`src/rtl/sign_mag_pkg.sv`:
```
// sign_mag_pkg: shared operand width, FSM state encoding and sign-magnitude field helpers
package sign_mag_pkg;

    localparam int N = 4;
    localparam logic [N-2:0] MAG_MAX = '1;

    typedef enum logic [1:0] {IDLE, ACCUM, DONE} state_t;

    function automatic logic sm_sign(input logic [N-1:0] v);
        return v[N-1];
    endfunction

    function automatic logic [N-2:0] sm_mag(input logic [N-1:0] v);
        return v[N-2:0];
    endfunction

endpackage

```
`src/rtl/sign_mag_add.sv`:
```
// sign_mag_add: combinational sign-magnitude adder, magnitude wraps on overflow
module sign_mag_add #(
    parameter int N = sign_mag_pkg::N
) (
    input  logic [N-1:0] a,
    input  logic [N-1:0] b,
    output logic [N-1:0] sum
);

    logic [N-2:0] ma, mb, m;
    logic         sa, sb, s;

    always_comb begin
        sa  = a[N-1];
        sb  = b[N-1];
        ma  = a[N-2:0];
        mb  = b[N-2:0];
        m   = sa == sb ? ma + mb : (ma >= mb ? ma - mb : mb - ma);
        s   = sa == sb ? sa : (ma >= mb ? sa : sb);
        sum = {s && m != '0, m};
    end

endmodule

```
`src/rtl/sign_mag_accum.sv`:
```
// sign_mag_accum: handshaked saturating sign-magnitude accumulator over a programmed term count
module sign_mag_accum
    import sign_mag_pkg::*;
#(
    parameter int N         = sign_mag_pkg::N,
    parameter int MAX_TERMS = 8,
    parameter int CW        = $clog2(MAX_TERMS + 1)
) (
    input  logic          clk,
    input  logic          reset,
    input  logic          start,
    input  logic [CW-1:0] num_terms,
    input  logic          in_valid,
    output logic          in_ready,
    input  logic [N-1:0]  in_data,
    output logic          out_valid,
    input  logic          out_ready,
    output logic [N-1:0]  out_sum,
    output logic          out_ovf,
    output logic          busy
);

    state_t        state;
    logic [N-1:0]  acc, raw, nxt;
    logic [CW-1:0] cnt;
    logic          ovf, sat;

    sign_mag_add #(.N(N)) u_add (.a(acc), .b(in_data), .sum(raw));

    // overflow is judged on the full-width magnitude sum, independent of how the adder wraps
    always_comb begin
        sat = sm_sign(acc) == sm_sign(in_data)
              && {1'b0, sm_mag(acc)} + {1'b0, sm_mag(in_data)} > {1'b0, MAG_MAX};
        nxt = sat ? {sm_sign(acc), MAG_MAX} : {sm_sign(raw) && sm_mag(raw) != '0, sm_mag(raw)};
    end

    assign in_ready  = state == ACCUM;
    assign out_valid = state == DONE;
    assign busy      = state != IDLE;
    assign out_sum   = acc;
    assign out_ovf   = ovf;

    always_ff @(posedge clk) begin
        if (reset) begin
            state <= IDLE;
            acc   <= '0;
            cnt   <= '0;
            ovf   <= 1'b0;
        end else if (state == IDLE) begin
            if (start) begin
                state <= num_terms == '0 ? DONE : ACCUM;
                acc   <= '0;
                cnt   <= num_terms;
                ovf   <= 1'b0;
            end
        end else if (state == ACCUM) begin
            if (in_valid) begin
                acc <= nxt;
                ovf <= ovf | sat;
                cnt <= cnt - 1'b1;
                if (cnt == CW'(1)) state <= DONE;
            end
        end else if (state != DONE || out_ready) begin
            state <= IDLE;
        end
    end

endmodule

```
`config.mk`:
```
export PLATFORM = sky130hd
export DESIGN_NAME = sign_mag_accum
export DESIGN_NICKNAME = d
export VERILOG_FILES = /design/src/rtl/sign_mag_pkg.sv /design/src/rtl/sign_mag_add.sv /design/src/rtl/sign_mag_accum.sv
export SDC_FILE = /design/constraint.sdc
export NUM_CORES = 1
export LEC_CHECK = 0
export BUFFER_PORTS_ARGS = -buffer_cell sky130_fd_sc_hd__buf_2
export CORE_MARGIN = 8
export CORE_UTILIZATION = 48
export CTS_CLUSTER_DIAMETER = 30
export DETAILED_ROUTE_END_ITERATION = 7
export PLACE_DENSITY = 0.74
export REMOVE_ABC_BUFFERS = 1
export SLEW_MARGIN = 10
export SYNTH_ARGS = -nofsm -noshare
export SYNTH_HDL_FRONTEND = slang
export SYNTH_HIERARCHICAL = 1
export SYNTH_SLANG_ARGS = --single-unit
```
`constraint.sdc`:
```
create_clock -name clk -period 2.75 [get_ports clk]
set_input_delay 0.825 -clock clk [delete_from_list [all_inputs] [get_ports clk]]
set_output_delay 0.825 -clock clk [all_outputs]
set_load 0.05 [all_outputs]
```
# Yosys cells after proc, flatten, opt, wreduce, memory -nomap -nowiden
# Cells that the tools add are included.
# W data, S select, Z words.
[totals]
inputBits = 13
elab_cells = 60
ff_bits = 11
out_inout_bits = 8
[classes]
reduce_logical = 14
n_bitwise = 1
n_mux = 24
magnitude_cmp = 2
n_addsub = 5
eq_ne = 9
[ops]
columns = ["op", "n"]
rows = [
  ["$mux W4", 9],
  ["$mux W2", 7],
  ["$reduce_and A4 Y1", 2],
  ["$mux W1", 6],
  ["$mux W3", 2],
  ["$reduce_bool A2 Y1", 3],
  ["$reduce_bool A3 Y1", 2],
  ["$sub A3 B3 Y3", 2],
  ["$add A3 B3 Y4", 1],
  ["$eq A4 B1 Y1 const B", 1],
  ["$gt A4 B3 Y1 const B", 1],
  ["$logic_not A4 Y1", 1],
  ["$ne A2 B2 Y1 const B", 2],
  ["$sub A4 B1 Y4 const B", 1],
  ["$add A3 B3 Y3", 1],
  ["$ge A3 B3 Y1", 1],
  ["$logic_and A1 B1 Y1", 3],
  ["$ne A3 B1 Y1 const B", 1],
  ["$ne A3 B2 Y1 const B", 1],
  ["$reduce_and A3 Y1", 1],
  ["$eq A2 B1 Y1 const B", 1],
  ["$eq A2 B2 Y1 const B", 1],
  ["$logic_not A2 Y1", 1],
  ["$ne A2 B1 Y1 const B", 1],
  ["other kinds (3)", 3],
]

# Depth between registers and ports, before layout
[logic_depth]
ltp_word = 10
depth_mapped = 11
depth_no_buf = 11

# Modules after synthesis
# Netlist, hierarchy kept.
[modules_own_cells]
columns = ["mod", "seq_area_each_um2", "cells_each", "area_per_inst_um2", "n_inst"]
rows = [
  ["sign_mag_accum", 220.2, 83, 706.9, 1],
  ["sign_mag_add", 0.0, 35, 317.8, 1],
]

# Least setup slack after synthesis
# No wires, ideal clock.
[synth_path]
path_type = "flip-flop to flip-flop"
start = "reg acc[1] (netlist: out_sum[1])"
end = "reg acc[3] (netlist: out_sum[3])"
t_required_ns = 2.676
slack_ns = 0.014
arrival_time_ns = 2.662
synth_period_minus_slack_ns = 2.736
stages_incl_launch_ff = 12
setup_ns = 0.074
path_buffers = 0
path_cell_list = "dfxtp_1 > inv_1 > ha_1 > nand2_1 > o21ai_2 > mux2_1 > mux2i_2 > o31a_1 > o31ai_1 > nor3_1 > o21ai_1 > a31oi_1"
[synth_via]
elab_chain_len = 10
elab_cells_between_ends = 20
cone_classes = "add/sub (4); order compare (2); eq/ne (1); mux (8); reduce/logical (5)"
[synth_rtl]
columns = ["item", "line_no", "text"]
rows = [
  ["start, declared", "sign_mag_accum.sv:24", "logic [N-1:0] acc, raw, nxt;"],
  ["start signal, assigned", "sign_mag_accum.sv:58", "acc <= nxt;"],
  ["$sub A3 B3 Y3 or $ge A3 B3 Y1 (tied branches)", "sign_mag_add.sv:18", "m = sa == sb ? ma + mb : (ma >= mb ? ma - mb : mb - ma);"],
  ["$mux W3", "sign_mag_add.sv:18", ""],
  ["$mux W3 (*)", "sign_mag_add.sv:18", ""],
  ["via raw[1]", "sign_mag_accum.sv:24", ""],
  ["$reduce_bool A3 Y1 (*)", "sign_mag_add.sv:20", "sum = {s && m != '0, m};"],
  ["$logic_and A1 B1 Y1 (*)", "sign_mag_add.sv:20", ""],
  ["via raw[3]", "sign_mag_accum.sv:24", ""],
  ["$logic_and A1 B1 Y1 (*)", "sign_mag_accum.sv:34", "nxt = sat ? {sm_sign(acc), MAG_MAX} : {sm_sign(raw) && sm_mag(raw) != '0, sm_mag(raw)};"],
  ["$mux W4 (*)", "sign_mag_accum.sv:34", ""],
  ["$mux W4 (*)", "sign_mag_accum.sv:57", "if (in_valid) begin"],
  ["$mux W4 (*)", "sign_mag_accum.sv:56", "end else if (state == ACCUM) begin"],
  ["$mux W4 (*)", "sign_mag_accum.sv:49", "end else if (state == IDLE) begin"],
]
# The timed path passes the listed nets; every way through them passes the cells marked *. The select of a mux whose other input is x is not followed.
# A chain may end at the register's enable or synchronous reset.

# Worst setup path after layout
[layout_path]
start = "in in_data[0]"
end = "reg acc[3] (netlist: out_sum[3])"
[layout_via]
elab_chain_len = 10
elab_cells_between_ends = 20
cone_classes = "add/sub (4); order compare (2); eq/ne (1); mux (8); reduce/logical (5)"
[layout_rtl]
columns = ["item", "line_no", "text"]
rows = [
  ["start, declared", "sign_mag_accum.sv:15", "input logic [N-1:0] in_data,"],
  ["$sub A3 B3 Y3 or $ge A3 B3 Y1 (tied branches)", "sign_mag_add.sv:18", ""],
  ["$mux W3", "sign_mag_add.sv:18", ""],
  ["$mux W3 (*)", "sign_mag_add.sv:18", ""],
  ["via raw[2]", "sign_mag_accum.sv:24", ""],
  ["$reduce_bool A3 Y1 (*)", "sign_mag_add.sv:20, sign_mag_accum.sv:34", ""],
  ["$logic_and A1 B1 Y1", "sign_mag_add.sv:20", ""],
  ["$logic_and A1 B1 Y1 (*)", "sign_mag_accum.sv:34", ""],
  ["$mux W4 (*)", "sign_mag_accum.sv:34", ""],
  ["$mux W4 (*)", "sign_mag_accum.sv:57", ""],
  ["$mux W4 (*)", "sign_mag_accum.sv:56", ""],
  ["$mux W4 (*)", "sign_mag_accum.sv:49", ""],
]
# Marked as above.

==> results.sh <==
export IMPL_nNetsFinal=177
export IMPL_area_growth_pct=26.25
export IMPL_crit_start="in_data[0]"
export IMPL_clock_sinks=11
export IMPL_cts_htree_levels=1
export IMPL_syn_avg_cell_area_um2=8.684
export IMPL_routed_via_density=5.650
export IMPL_yosys_top_cells_area="dfxtp_1 (21%), ha_1 (12%), a21oi_1 (5.9%)"
export IMPL_clk_pin_slew_ns=0.07
export IMPL_hp_class="reg -> reg"
export IMPL_start_util=0.5170
export IMPL_async_flop_share=0
export IMPL_switching_share=0.3979
export IMPL_place_congestion=0.8153
export IMPL_peakVddDrop_uv=395.0
export IMPL_grt_overflow_total=0
export IMPL_grt_pass1_vias=1021
export IMPL_hold_ws_ns=0.4819
export IMPL_synth_warning_count=6
export IMPL_seqPwrFrac=0.339
export IMPL_netlist_area_leader_share=0.2149
export IMPL_cp_max_fo=3
export IMPL_finClkSkew_ns=0.005732
export IMPL_crit_type="in -> reg"
export IMPL_combPwrFrac=0.483
export IMPL_r2r_cells=10
export IMPL_cp_slowest_cell="fa_1"
export IMPL_drc=0
export IMPL_cts_tree="done"
export IMPL_cts_path_max_buffers=2
export IMPL_grt_max_degree=11
export IMPL_core_area_um2=1982
export IMPL_syn_inst=118
export IMPL_crit_end="out_sum[3]$_SDFFE_PP0P_"
export IMPL_power_leakage_nw=0.5627
export IMPL_maxCapViolations=0
export IMPL_worst_pin_slew_ns=0.4512
export IMPL_placementRows=16
export IMPL_clock_power_share=0.178
export IMPL_path_cells="buf_2, inv_1, ha_1, fa_1, nand3b_1, a21oi_1, nor4_4, buf_4, o31ai_2, nor3_2, o21ai_1, a31oi_1"
export IMPL_die_area_um2=3869
export IMPL_ys_top_cells_by_count="a21oi_1 (12), dfxtp_1 (11), ha_1 (10), inv_1 (10), nor2_1 (7)"
export IMPL_wl_per_cell_um=14.23
export IMPL_chipWidth_um=62.21
export IMPL_relSlewSlack=0.6988
export IMPL_max_stage_delay_ns=0.38
export IMPL_ys_ff_latch=11
export IMPL_io_buffers=20
export IMPL_layout_min_cycle_time_ns=2.661
export IMPL_hpwl_um=1987
export IMPL_instances_no_fill=177
export IMPL_antenna_found_initial=0
export IMPL_yosysMostFrequentCell="a21oi_1"
export IMPL_dp_cells=172
export IMPL_vias=1000
export IMPL_routed_wirelength_um=2518
export IMPL_die_h_um=62.21
export IMPL_yosysUniqueCellTypes=44
export IMPL_insertion_delay_ns=0.27
export IMPL_cp_required_ns=2.90
export IMPL_ioPinCount=21
export IMPL_post_route_period_util=0.9676
export IMPL_grt_usage=0.1313
export IMPL_timing_rr_end="out_sum[3]$_SDFFE_PP0P_"
export IMPL_outcome="finished, final reports clean"
export IMPL_clockRootBuffer="clkbuf_4"
export IMPL_cts_buffers_inserted=3
export IMPL_seq_area_frac_synth=0.2149
export IMPL_cp_arrival_ns=2.81
export IMPL_pre_cts_slack_ns=-0.1451
export IMPL_synth_top_area_cell="dfxtp_1"
export IMPL_syn_cell_area_um2=1025
export IMPL_drtIter0Drc=38
export IMPL_crit_path_end_kind="flop"
export IMPL_powerDensity_nw_per_um2=463.2
export IMPL_p_switching_mw=0.2384
export IMPL_rr_startpoint="out_sum[0]$_SDFFE_PP0P_"
export IMPL_postRouteAntennaNets=0
export IMPL_drt_first_pass_iters=4
export IMPL_grt_pass1_wl_um=4340
export IMPL_r2r_slack_ns=0.24
export IMPL_max_freq_mhz=375.8
export IMPL_final_max_slew_viol_count=0
export IMPL_power_internal_mw=0.3608
export IMPL_setup_viol=0
export IMPL_fillers=169
export IMPL_drive_gt1_frac=0.3533
export IMPL_synth_flop_cell="dfxtp_1"
export IMPL_timing_final_ws_setup_ns=0.08921
export IMPL_crit_path_start_kind="primary input"
export IMPL_hold_viol=0
export IMPL_n_antenna_cell=0
export IMPL_synth_edf_count=0
[final cells by class]
type,count,area [µm²],share of cell area
multi-input cells,93,789.5,0.6103
clock buffers,4,26.28,0.02031
repair buffers,31,182.7,0.1412
flip-flops and latches,11,220.2,0.1702
well taps,27,33.78,0.02611
inverters,11,41.29,0.03191
[metal layers]
metal / vias to the layer above / share of wire / global-route usage
met4: 0 / 0.0056 / 0.04373
met3: 2 / 0.041 / 0.03405
li1: 489 / - / -
met5: - / 0 / 0
met2: 26 / 0.49 / 0.2096
met1: 483 / 0.46 / 0.1656
[placed cells by master (no fill, tap or decap), types with 4 or more instances in the layout]
master / instances
dfxtp_1: 11
nand2_1: 5
nand3b_1: 4
buf_2: 20
a21oi_1: 11
nor2b_1: 4
nor2_1: 7
inv_1: 10
buf_4: 11
ha_1: 9
[timing repair]
action / CTS / global route
endpoints found under the setup margin: 0 / 1
hold buffers: 0 / 0
buffers inserted: 0 / 1
resized for setup: 0 / 8
[critical path, delay by kind of cell]
kind | cells | cell delay [ns]
buffers and inverters | 3 | 0.29
and+or+nand+nor | 3 | 0.36
adders and majority gates | 2 | 0.56
AOI/OAI and AO/OA | 4 | 0.77
[registers in the layout, indices dropped and copies added (netlist names)]
name,flops
cnt,4
out_sum,4
state,2
out_ovf,1
[how the worst min path moves through the flow]
stage	depth (start not counted)	from	to	slack [ns]
floorplan	2	cnt[3]$_SDFFE_PP0P_	cnt[3]$_SDFFE_PP0P_	0.46
global placement	2	out_ovf$_SDFFE_PP0P_	out_ovf$_SDFFE_PP0P_	0.45
detailed placement	2	out_ovf$_SDFFE_PP0P_	out_ovf$_SDFFE_PP0P_	0.46
CTS	2	out_ovf$_SDFFE_PP0P_	out_ovf$_SDFFE_PP0P_	0.49
global route	2	out_ovf$_SDFFE_PP0P_	out_ovf$_SDFFE_PP0P_	0.52
finish	2	out_ovf$_SDFFE_PP0P_	out_ovf$_SDFFE_PP0P_	0.48
[power groups by stage]
stage	Clock (mW)	Combinational [mW]	Sequential, mW
6_report	0.107	0.290	0.203
5_1_grt	0.122	0.317	0.206
4_1_cts	0.114	0.261	0.201
3_5_place_dp	0	0.259	0.205
3_3_place_gp	0	0.252	0.203
2_1_floorplan	0	0.169	0.214
[kinds of logic (layout without fill, tap and decap cells)]
group | after synthesis | after routing | share of synthesized area
xor gates and xnor gates | 2 | 2 | 0.02443
buffers and inverters | 14 | 46 | 0.06227
adders and majority gates | 13 | 13 | 0.1807
AOI/OAI and AO/OA | 37 | 37 | 0.2576
muxes | 5 | 5 | 0.05983
DFF | 11 | 11 | 0.2149
and+or+nand+nor | 36 | 36 | 0.2003
[metrics by stage]
step,instance area (µm²),total power [mW],util,TNS [ns]
detailed placement,1211,0.4645,0.6111,-0.1451
finish,1294,0.5992,0.6528,0
global placement,1211,0.4550,0.6111,-0.06002
global route,1294,0.6450,0.6528,-0.03444
CTS,1237,0.5762,0.6244,0
floorplan,1002,0.3826,-,0
No activity file was read; power rests on OpenSTA's default activity.
